===== src/rtl/ras_pkg.sv =====
// Shared types and constants for the return address stack controller.
package ras_pkg;
    localparam int          XLEN_DEFAULT     = 32;
    localparam logic [31:0] RAS_RESET_TARGET = 32'hFFFF_FFFF;

    // Link registers that mark a JAL/JALR as call or return.
    localparam logic [4:0]  LINK_REG_X1      = 5'd1;
    localparam logic [4:0]  LINK_REG_X5      = 5'd5;

    typedef enum logic {IDLE, RECOVER} ras_state_t;

    function automatic logic is_link_reg(input logic [4:0] r);
        return (r == LINK_REG_X1) || (r == LINK_REG_X5);
    endfunction
endpackage


===== src/rtl/ras_ptr.sv =====
// Next-state for a RAS top-of-stack pointer and saturating occupancy count.
module ras_ptr #(
    parameter int DEPTH = 16,
    parameter int PTR_W = $clog2(DEPTH)
) (
    input  logic [PTR_W-1:0] i_tos,
    input  logic [PTR_W:0]   i_cnt,
    input  logic             i_push,
    input  logic             i_pop,
    output logic [PTR_W-1:0] o_tos,
    output logic [PTR_W:0]   o_cnt
);
    localparam logic [PTR_W:0] CNT_MAX = (PTR_W+1)'(DEPTH);

    logic w_nonempty;
    assign w_nonempty = (i_cnt != '0);

    always_comb begin
        o_tos = i_tos;
        o_cnt = i_cnt;
        if (i_push && i_pop && w_nonempty) begin
            // Top entry is replaced in place; pointer and count hold.
        end else if (i_push) begin
            o_tos = i_tos + 1'b1;
            if (i_cnt != CNT_MAX)
                o_cnt = i_cnt + 1'b1;
        end else if (i_pop && w_nonempty) begin
            o_tos = i_tos - 1'b1;
            o_cnt = i_cnt - 1'b1;
        end
    end
endmodule


===== src/rtl/ras_ctrl.sv =====
// Return address stack controller: speculative push/pop from fetch, committed
// shadow pointer from retire, restore-on-flush through a one-cycle RECOVER state.
module ras_ctrl
    import ras_pkg::*;
#(
    parameter int DEPTH = 16,
    parameter int PTR_W = $clog2(DEPTH),
    parameter int XLEN  = XLEN_DEFAULT
) (
    input  logic            clk,
    input  logic            reset,
    input  logic            fetch_call,
    input  logic            fetch_ret,
    input  logic [XLEN-1:0] fetch_pc,
    input  logic            commit_call,
    input  logic            commit_ret,
    input  logic            flush,
    output logic            pred_valid,
    output logic [XLEN-1:0] pred_target,
    output logic            busy,
    output logic            ras_empty,
    output logic            ras_full
);
    localparam logic [PTR_W:0] CNT_MAX = (PTR_W+1)'(DEPTH);

    logic [XLEN-1:0]  r_mem [DEPTH];
    logic [PTR_W-1:0] r_spec_tos, r_com_tos;
    logic [PTR_W:0]   r_spec_cnt, r_com_cnt;
    logic             r_pred_valid;
    logic [XLEN-1:0]  r_pred_target;
    ras_state_t       r_state, w_state_nxt;

    logic             w_fetch_en, w_push, w_pop, w_hit;
    logic [PTR_W-1:0] w_top_idx, w_wr_idx;
    logic [PTR_W-1:0] w_spec_tos_nxt, w_com_tos_nxt;
    logic [PTR_W:0]   w_spec_cnt_nxt, w_com_cnt_nxt;

    // Fetch is ignored in the flush cycle and throughout RECOVER.
    assign w_fetch_en = (r_state == IDLE) && !flush;
    assign w_push     = fetch_call && w_fetch_en;
    assign w_pop      = fetch_ret  && w_fetch_en;
    assign w_hit      = w_pop && (r_spec_cnt != '0);
    assign w_top_idx  = r_spec_tos - 1'b1;
    assign w_wr_idx   = w_hit ? w_top_idx : r_spec_tos;

    ras_ptr #(.DEPTH(DEPTH), .PTR_W(PTR_W)) u_spec_ptr (
        .i_tos(r_spec_tos), .i_cnt(r_spec_cnt), .i_push(w_push), .i_pop(w_pop),
        .o_tos(w_spec_tos_nxt), .o_cnt(w_spec_cnt_nxt)
    );

    ras_ptr #(.DEPTH(DEPTH), .PTR_W(PTR_W)) u_com_ptr (
        .i_tos(r_com_tos), .i_cnt(r_com_cnt), .i_push(commit_call), .i_pop(commit_ret),
        .o_tos(w_com_tos_nxt), .o_cnt(w_com_cnt_nxt)
    );

    always_comb begin
        w_state_nxt = r_state;
        if (flush)
            w_state_nxt = RECOVER;
        else if (r_state == RECOVER)
            w_state_nxt = IDLE;
    end

    always_ff @(posedge clk) begin
        if (reset) begin
            r_state       <= IDLE;
            r_spec_tos    <= '0;
            r_spec_cnt    <= '0;
            r_com_tos     <= '0;
            r_com_cnt     <= '0;
            r_pred_valid  <= 1'b0;
            r_pred_target <= XLEN'(RAS_RESET_TARGET);
        end else begin
            r_state      <= w_state_nxt;
            r_com_tos    <= w_com_tos_nxt;
            r_com_cnt    <= w_com_cnt_nxt;
            r_pred_valid <= w_hit;
            if (w_hit)
                r_pred_target <= r_mem[w_top_idx];
            // Restore from the committed state including this cycle's retire.
            if (flush) begin
                r_spec_tos <= w_com_tos_nxt;
                r_spec_cnt <= w_com_cnt_nxt;
            end else begin
                r_spec_tos <= w_spec_tos_nxt;
                r_spec_cnt <= w_spec_cnt_nxt;
            end
        end
    end

    always_ff @(posedge clk) begin
        if (!reset && w_push)
            r_mem[w_wr_idx] <= fetch_pc + XLEN'(4);
    end

    assign pred_valid  = r_pred_valid;
    assign pred_target = r_pred_target;
    assign busy        = (r_state == RECOVER);
    assign ras_empty   = (r_spec_cnt == '0);
    assign ras_full    = (r_spec_cnt == CNT_MAX);
endmodule


===== config.mk =====
export PLATFORM = sky130hd
export DESIGN_NAME = ras_ctrl
export DESIGN_NICKNAME = d
export VERILOG_FILES = /design/src/rtl/ras_pkg.sv /design/src/rtl/ras_ptr.sv /design/src/rtl/ras_ctrl.sv
export SDC_FILE = /design/constraint.sdc
export NUM_CORES = 1
export LEC_CHECK = 0
export BUFFER_PORTS_ARGS = -buffer_cell sky130_fd_sc_hd__buf_2
export CAP_MARGIN = 10
export CORE_MARGIN = 2
export CORE_UTILIZATION = 25
export CTS_CLUSTER_DIAMETER = 40
export DETAILED_ROUTE_END_ITERATION = 7
export MAX_ROUTING_LAYER = met4
export PLACE_DENSITY = 0.5
export SETUP_SLACK_MARGIN = 0.5
export SYNTH_ARGS = -nofsm -noshare
export SYNTH_HDL_FRONTEND = slang
export SYNTH_SLANG_ARGS = --single-unit

===== constraint.sdc =====
create_clock -name clk -period 5.35 [get_ports clk]
set_input_delay 0.535 -clock clk [delete_from_list [all_inputs] [get_ports clk]]
set_output_delay 0.535 -clock clk [all_outputs]
set_load 0.02 [all_outputs]

==> results of run 1 <==
-- synth_stat cells (3+ instances only) --
| cell | n |
|---|---|
| sky130_fd_sc_hd__edfxtp_1 | 512 |
| sky130_fd_sc_hd__mux4_2 | 128 |
| sky130_fd_sc_hd__nand2_1 | 89 |
| sky130_fd_sc_hd__dfxtp_1 | 52 |
| sky130_fd_sc_hd__nor2_1 | 43 |
| sky130_fd_sc_hd__mux2i_1 | 38 |
| sky130_fd_sc_hd__a32oi_1 | 33 |
| sky130_fd_sc_hd__o21a_1 | 33 |
| sky130_fd_sc_hd__clkbuf_1 | 32 |
| sky130_fd_sc_hd__xnor2_1 | 27 |
| sky130_fd_sc_hd__buf_2 | 25 |
| sky130_fd_sc_hd__inv_1 | 23 |
| sky130_fd_sc_hd__nand3_1 | 23 |
| sky130_fd_sc_hd__a21oi_1 | 16 |
| sky130_fd_sc_hd__nor3_1 | 14 |
| sky130_fd_sc_hd__ha_1 | 10 |
| sky130_fd_sc_hd__nand4_1 | 9 |
| sky130_fd_sc_hd__o21ai_0 | 9 |
| sky130_fd_sc_hd__xor2_1 | 9 |
| sky130_fd_sc_hd__a31oi_1 | 7 |
| sky130_fd_sc_hd__and4_1 | 6 |
| sky130_fd_sc_hd__nand2b_1 | 6 |
| sky130_fd_sc_hd__a211oi_1 | 5 |
| sky130_fd_sc_hd__and3_1 | 5 |
| sky130_fd_sc_hd__and2_1 | 4 |
| sky130_fd_sc_hd__buf_6 | 4 |
| sky130_fd_sc_hd__a21o_1 | 3 |
| sky130_fd_sc_hd__nor4_1 | 3 |
| sky130_fd_sc_hd__or2_2 | 3 |
-- path summary, 6_finish.rpt --
| kind | start | end | slack, ns |
|---|---|---|---|
| max | r_spec_tos[0]$_SDFFE_PP0P_ | r_mem[10][23]$_DFFE_PP_ | 1.83 |
| min | fetch_pc[1] | r_mem[13][1]$_DFFE_PP_ | 0.32 |
| max reg2reg | r_spec_tos[0]$_SDFFE_PP0P_ | r_mem[10][23]$_DFFE_PP_ | 1.83 |
| min reg2reg | pred_target[21]$_SDFFE_PP1N_ | pred_target[21]$_SDFFE_PP1N_ | 0.46 |
-- power groups by stage --
stage	Clock, mW	Combinational, mW	Sequential (mW)
floorplan	0	2.55	5.28
global placement	0	3.62	5.31
detailed placement	0	3.62	5.31
CTS	5.20	3.63	5.22
global route	5.39	3.87	5.25
finish	5.07	3.55	5.21
-- cell type report --
class | instances | area, sq um | share of cell area
well taps | 1176 | 1471 | 0.05383
inverters | 23 | 86.33 | 0.003158
clock inverters | 55 | 603.1 | 0.02206
diodes | 2 | 5.005 | 0.0001831
repair buffers | 120 | 765.7 | 0.02801
clock buffers | 86 | 1982 | 0.07251
multi-input cells | 567 | 6001 | 0.2195
flip-flops and latches | 564 | 16420 | 0.6007
-- cells by family (layout without fill, tap and decap cells) --
| group | Yosys count | in the layout |
|---|---|---|
| XOR/XNOR | 38 | 38 |
| AND/OR/NAND/NOR | 218 | 218 |
| flip-flops | 564 | 564 |
| other | 0 | 2 |
| buffers and inverters | 86 | 284 |
| AO/OA/AOI/OAI | 133 | 133 |
| multiplexers | 167 | 167 |
| adder cells (fa/ha/maj) | 11 | 11 |
-- sequential cells by signal, indices dropped and copies added (netlist names) --
signal,flops
pred_target,32
r_spec_tos,4
r_com_cnt,5
pred_valid,1
busy,1
r_spec_cnt,5
r_mem,512
r_com_tos,4
-- critical path, stage by stage, from the launching register on --
cell	delay [ns]
sky130_fd_sc_hd__dfxtp_4	0.82
sky130_fd_sc_hd__inv_1	0.32
sky130_fd_sc_hd__ha_4	0.28
sky130_fd_sc_hd__o21ai_0	0.28
sky130_fd_sc_hd__a31oi_1	0.39
sky130_fd_sc_hd__nor2_4	0.66
sky130_fd_sc_hd__buf_4	0.41
-- through the flow --
stage          hold WS, ns  setup WS [ns]  total power, mW  cells
5_1_grt             0.3105          1.540            14.50   2593
3_5_place_dp        0.4533          1.711            8.929   2440
4_1_cts             0.2784          1.702            14.05   2581
2_1_floorplan       0.4852         0.5003            7.829   1217
6_report            0.3197          1.825            13.84   2593
3_3_place_gp        0.4491          1.679            8.921   2439
-- layer usage --
layer / wire [um] / share of wire / up-vias
met5: 0 / 0 / -
met4: 1283 / 0.023 / 0
met3: 2441 / 0.045 / 90
met2: 28050 / 0.51 / 270
met1: 23060 / 0.42 / 6236
li1: - / - / 5241
==> qor.log, run 1 <==
INFO  status         status=finished clean
INFO  timing         final.setup_skew=0.02235ns
INFO  routing        viasPerCell=4.565
INFO  place          placement.io_buffers=74
INFO  cts            cts-buffers-inserted=76
INFO  die            dieWidth=304.9um
INFO  cells_and_area final_area=27330squm
INFO  global_route   grt_first_pass_wirelength=82040um
INFO  power          power_frac_seq=0.377
INFO  synthesis      synth_top_family_by_area=multiplexers
INFO  cells_and_area share_of_cells_above_drive_strength_1=0.2912
INFO  global_route   busiest_grt_layer=met2
INFO  synthesis      synth_simple_gate_area_share=0.04555
INFO  routing        route.antenna.remaining_nets=0
INFO  power          cell_internal_pwr=9.651mW
INFO  cts            cts-root-buf=sky130_fd_sc_hd__clkbuf_16
INFO  cts            post_cts.repair.setup_buffers=0
INFO  cts            worst_setup_hold_path_clk_slew=0.06ns
INFO  global_route   antenna_found_initial=3
INFO  timing         worst-slew-pin-transition=1.140ns
INFO  place          placed_cell_area=24660squm
INFO  die            die_area=92950squm
INFO  cts            ctsHoldBuffers=0
INFO  die            cell_row_count=110
INFO  die            start_util=0.2518
INFO  timing         report.final.slew_viol_count=0
INFO  routing        wirelength=54840um
INFO  cts            cts.repair.resized=0
INFO  timing         final_period_minus_worst_setup_slack=3.525ns
INFO  synthesis      synth.area.mux_share=0.1447
INFO  cells_and_area layout.filler_cells=8746
INFO  synthesis      compound_cell_area_share_of_the_yosys_netlist=0.04511
INFO  synthesis      syn-num-nets=1267
INFO  worst_setup_path cp-start-kind=register
INFO  routing        drtPass1Iterations=5
INFO  cells_and_area area.growth.synth_to_final=20.77%
INFO  cells_and_area final_core_utilization=0.3041
INFO  synthesis      post_synth_num_cell_types=67
INFO  hold_path      hold_class=input pin to register
INFO  timing         setup-violations-final=0
INFO  global_route   grt_util_met3=0.02197
INFO  worst_setup_path critPathKind=register to register
INFO  global_route   track_usage=0.1217
INFO  global_route   gr-usage-met1=0.1479
INFO  synthesis      yosys_warnings=0
INFO  synthesis      synth_area=22630squm
INFO  run            timing.max_cap.violations=0
INFO  timing         max_freq=283.7MHz
INFO  cts            htree_num_levels=3
INFO  timing         finalHoldViolations=0
INFO  global_route   grt_overflow=0
INFO  routing        routed_vias=11837
INFO  power          max_ir_drop_vdd=0.0004771V
INFO  cells_and_area mostFrequentLayoutCells=sky130_fd_sc_hd__edfxtp_1, sky130_fd_sc_hd__mux4_2, sky130_fd_sc_hd__nand2_1
INFO  worst_setup_path worst-endpoint-arrival=3.79ns
INFO  power          p_switching=4.187mW
INFO  routing        detailed_route_wire_length_per_cell=21.15um
INFO  synthesis      ys_top_cells_by_area=sky130_fd_sc_hd__edfxtp_1, sky130_fd_sc_hd__mux4_2, sky130_fd_sc_hd__dfxtp_1, sky130_fd_sc_hd__mux2i_1, sky130_fd_sc_hd__nand2_1
INFO  timing         final_min_period_over_clock_period=0.6588
INFO  power          switching_share=0.3026
INFO  die            coreArea=89870squm
INFO  routing        drt_iter0_drc=991
INFO  synthesis      synth_xor_xnor_area_share=0.01581
INFO  cells_and_area mostFrequentLayoutCell=sky130_fd_sc_hd__edfxtp_1
INFO  die            die-height=304.9um
INFO  synthesis      syn-instance-count=1217
INFO  power          clock_power_share=0.367
INFO  synthesis      post_synth_adder_cell_area=0.006413
INFO  synthesis      yosysTopAreaCell=sky130_fd_sc_hd__edfxtp_1
INFO  die            floorplan.io_pins=75
INFO  cells_and_area nets=1402
INFO  synthesis      syn-mean-instance-area=18.60squm
INFO  place          globalplace.congestion=0.7538
INFO  timing         slew_headroom=0.2346
INFO  place          final_hpwl_dp=31910um
INFO  global_route   grt.met2_usage=0.2038
INFO  synthesis      ys_dominant_reg_cell=sky130_fd_sc_hd__edfxtp_1
INFO  cts            cts_tree=built
INFO  synthesis      post_synth_edffs=512
INFO  cts            cts_buffer_depth=3
INFO  global_route   first_global_vias=12506
INFO  routing        post-route-drc-count=0
INFO  power          combinationalPowerShare=0.257
INFO  worst_setup_path worst_r2r_path_depth=6
INFO  synthesis      yosys.area.top_type_share=0.6793
INFO  cts            cts_sinks=564
INFO  worst_setup_path cp.required=5.62ns
INFO  worst_setup_path setup.worst_path.end_class=register
INFO  synthesis      synth.ff_latch_count=564
INFO  synthesis      postSynth.asyncResetShare=0
INFO  global_route   grt_start_max_net_pins=132
INFO  timing         fin_tns_setup=0ns
INFO  timing         rsz0062_at_grt=false
INFO  power          power-per-cell-area=506.2nW/um^2
INFO  synthesis      seq_area_frac_synth=0.7253
INFO  cts            worst_skew_pair.late_latency=0.61ns
INFO  power          power_leakage=8.659nW
INFO  hold_path      worst_hold_path.num_cells=1
INFO  worst_setup_path crit_path_max_fanout=40
No activity file was read; power rests on OpenSTA's default activity.
==> inputs of run 2 (changes only) <==
--- a/config.mk
+++ b/config.mk
@@ -12,7 +12,7 @@
 export CTS_CLUSTER_DIAMETER = 40
 export DETAILED_ROUTE_END_ITERATION = 7
 export MAX_ROUTING_LAYER = met4
-export PLACE_DENSITY = 0.5
+export PLACE_DENSITY = 0.51
 export SETUP_SLACK_MARGIN = 0.5
 export SYNTH_ARGS = -nofsm -noshare
 export SYNTH_HDL_FRONTEND = slang
==> constraint.sdc (replaced) <==
create_clock -name clk -period 3.15 [get_ports clk]
set_input_delay 0.315 -clock clk [delete_from_list [all_inputs] [get_ports clk]]
set_output_delay 0.315 -clock clk [all_outputs]
set_load 0.02 [all_outputs]
==> qor.log, run 2 (synthesis gave the netlist of run 1 again) <==
INFO  place          placement.io_buffers=74 [unchanged]
INFO  timing         setup-violations-final=0 [unchanged]
INFO  die            coreArea=89870squm [unchanged]
INFO  cts            htree_num_levels=3 [unchanged]
INFO  global_route   grt_first_pass_wirelength=84660um [was 82040 um]
INFO  hold_path      hold_class=input pin to register [unchanged]
INFO  place          final_hpwl_dp=34610um [was 31910 um]
INFO  routing        route.antenna.remaining_nets=0 [unchanged]
INFO  cts            cts_buffer_depth=3 [unchanged]
INFO  status         status=finished clean [unchanged]
INFO  global_route   grt_start_max_net_pins=86 [was 132]
INFO  power          power-per-cell-area=879.2nW/um^2 [was 506.2 nW/um^2]
INFO  cells_and_area registers.top_by_ff_count=r_mem [unchanged]
INFO  worst_setup_path launch_point_of_the_worst_reg_to_reg_path=r_spec_cnt[0]$_SDFFE_PP0P_ [was r_spec_tos[0]$_SDFFE_PP0P_]
INFO  cells_and_area mostFrequentLayoutCells=sky130_fd_sc_hd__edfxtp_1, sky130_fd_sc_hd__mux4_2, sky130_fd_sc_hd__clkbuf_16 [was sky130_fd_sc_hd__edfxtp_1, sky130_fd_sc_hd__mux4_2, sky130_fd_sc_hd__nand2_1]
INFO  cts            worst_skew_pair.late_latency=0.62ns [was 0.61 ns]
INFO  cells_and_area layout.filler_cells=8658 [was 8746]
INFO  global_route   antenna_found_initial=4 [was 3]
INFO  routing        detailed_route_wire_length_per_cell=21.81um [was 21.15 um]
INFO  worst_setup_path ff2ff_setup_slack=0.59ns [was 1.83 ns]
INFO  cts            cts-root-buf=sky130_fd_sc_hd__clkbuf_16 [unchanged]
INFO  run            timing.max_cap.violations=0 [unchanged]
INFO  routing        drtPass1Iterations=5 [unchanged]
INFO  cells_and_area nets=1456 [was 1402]
INFO  worst_setup_path setup.worst_path.end_class=register [unchanged]
INFO  die            die-height=304.9um [unchanged]
INFO  global_route   first_global_vias=12537 [was 12506]
INFO  cells_and_area max_ffs_per_register=512 [unchanged]
INFO  cells_and_area final_core_utilization=0.3161 [was 0.3041]
INFO  cts            cts-buffers-inserted=87 [was 76]
INFO  power          max_ir_drop_vdd=0.0005158V [was 0.0004771 V]
INFO  cts            cts_sinks=564 [unchanged]
INFO  hold_path      min_delay_worst_endpoint=pred_valid$_SDFF_PP0_ [was r_mem[13][1]$_DFFE_PP_]
INFO  timing         fin_tns_setup=0ns [unchanged]
INFO  timing         slew_headroom=0.2436 [was 0.2346]
INFO  timing         finalHoldViolations=0 [unchanged]
INFO  worst_setup_path worst-endpoint-arrival=2.87ns [was 3.79 ns]
INFO  timing         rsz0062_at_grt=false [unchanged]
INFO  die            start_util=0.2518 [unchanged]
INFO  routing        post-route-drc-count=0 [unchanged]
INFO  timing         max_freq=390.9MHz [was 283.7 MHz]
INFO  place          globalplace.congestion=0.7745 [was 0.7538]
INFO  worst_setup_path critPathKind=register to register [unchanged]
INFO  worst_setup_path crit_path_max_fanout=8 [was 40]
INFO  timing         worst_hold_slack=0.06623ns [was 0.3197 ns]
INFO  cts            worst_setup_hold_path_clk_slew=0.05ns [was 0.06 ns]
INFO  global_route   grt_overflow=0 [unchanged]
INFO  cells_and_area mostFrequentLayoutCell=sky130_fd_sc_hd__edfxtp_1 [unchanged]
INFO  routing        drt_iter0_drc=1074 [was 991]
INFO  routing        routed_vias=12052 [was 11837]
INFO  die            cell_row_count=110 [unchanged]
INFO  timing         final_min_period_over_clock_period=0.8122 [was 0.6588]
INFO  cts            ctsHoldBuffers=0 [unchanged]
INFO  power          power_leakage=9.118nW [was 8.659 nW]
INFO  timing         report.final.slew_viol_count=0 [unchanged]
INFO  global_route   track_usage=0.1274 [was 0.1217]
INFO  die            die_area=92950squm [unchanged]
INFO  timing         worst-slew-pin-transition=1.126ns [was 1.140 ns]
INFO  cells_and_area area.growth.synth_to_final=25.53% [was 20.77%]
INFO  hold_path      worst_hold_path.num_cells=2 [was 1]
INFO  routing        wirelength=57900um [was 54840 um]
INFO  cts            cts_tree=built [unchanged]
INFO  place          placed_cell_area=25210squm [was 24660 sq um]
INFO  worst_setup_path cp.required=3.46ns [was 5.62 ns]
INFO  routing        viasPerCell=4.539 [was 4.565]
INFO  worst_setup_path reg2reg_to=r_mem[10][0]$_DFFE_PP_ [was r_mem[10][23]$_DFFE_PP_]
INFO  cells_and_area final_area=28410squm [was 27330 sq um]
INFO  timing         final.setup_skew=0.01972ns [was 0.02235 ns]
INFO  hold_path      timing.hold.worst.start=reset [was fetch_pc[1]]
INFO  die            floorplan.io_pins=75 [unchanged]
INFO  worst_setup_path worst_r2r_path_depth=6 [unchanged]
INFO  die            dieWidth=304.9um [unchanged]
INFO  timing         final_period_minus_worst_setup_slack=2.558ns [was 3.525 ns]
INFO  worst_setup_path crit_start=r_spec_cnt[0]$_SDFFE_PP0P_ [was r_spec_tos[0]$_SDFFE_PP0P_]
INFO  cells_and_area share_of_cells_above_drive_strength_1=0.3299 [was 0.2912]
INFO  worst_setup_path cp-start-kind=register [unchanged]
[run 2: cell types whose count changed in the layout (fill, tap and decap cells not counted), sizes merged]
cell	previous run	this run
buf	120	162
clkbuf	86	102
clkinv	31	23
clkinvlp	5	11
bufinv	8	11
inv	34	36
diode	2	3
[run 2: layout make-up]
class	count	area, sq um	share of cell area
Tap cell	1176	1471	0.05179
Timing Repair Buffer	163	1341	0.04721
Multi-Input combinational cell	567	6111	0.2151
Sequential cell	564	16420	0.5779
Inverter	23	101.3	0.003567
Clock buffer	101	2251	0.07922
Antenna cell	3	7.507	0.0002642
Clock inverter	58	708.2	0.02493
[run 2: report_power, final]
part           leakage (nW)  internal [mW]  total [mW]  switching, mW
Combinational          2.68           2.85        6.63           3.78
Clock                  1.41           6.10        9.60           3.50
Sequential             5.03           8.51        8.75          0.239
Total                  9.12           17.5        25.0           7.52
[run 2: worst max-delay path, cell delays in order (launching register included)]
cell and delay (ns):
sky130_fd_sc_hd__dfxtp_2 0.34, sky130_fd_sc_hd__or4_1 0.62, sky130_fd_sc_hd__o21ai_4 0.25, sky130_fd_sc_hd__o41ai_2 0.17, sky130_fd_sc_hd__a21o_2 0.33, sky130_fd_sc_hd__nor2_4 0.26, sky130_fd_sc_hd__buf_4 0.28
[run 2: per-stage QoR]
step / cells / worst slack (ns) / total power, mW
floorplan: 1217 / 0.3255 / 13.56
global placement: 2473 / 0.2413 / 15.53
detailed placement: 2474 / 0.1902 / 15.59
CTS: 2639 / 0.5061 / 25.28
global route: 2655 / 0.4969 / 26.10
finish: 2655 / 0.5917 / 24.98
[run 2: worst max path at each step]
stage,end,slack [ns],depth (start not counted)
after global placement,r_mem[1][24]$_DFFE_PP_,0.24,6
after floorplan,r_mem[5][0]$_DFFE_PP_,0.33,11
final,r_mem[10][0]$_DFFE_PP_,0.59,6
after global routing,r_mem[10][26]$_DFFE_PP_,0.50,8
after detailed placement,r_mem[14][30]$_DFFE_PP_,0.19,6
after CTS,r_mem[15][5]$_DFFE_PP_,0.51,8
[run 2: timing repair]
action	4_1_cts	5_1_grt
pin swaps	4	2
setup endpoints to repair	191	294
setup buffers	6	5
resized for setup	2	9
gates cloned	0	1
[run 2: layer usage]
| metal | share of wire | routed length, um | vias to the layer above | GRT usage |
|---|---|---|---|---|
| met3 | 0.050 | 2884 | 64 | 0.02469 |
| met5 | 0 | 0 | - | - |
| met4 | 0.017 | 958 | 0 | 0.03880 |
| li1 | - | - | 5359 | - |
| met2 | 0.49 | 28540 | 308 | 0.2055 |
| met1 | 0.44 | 25510 | 6321 | 0.1624 |
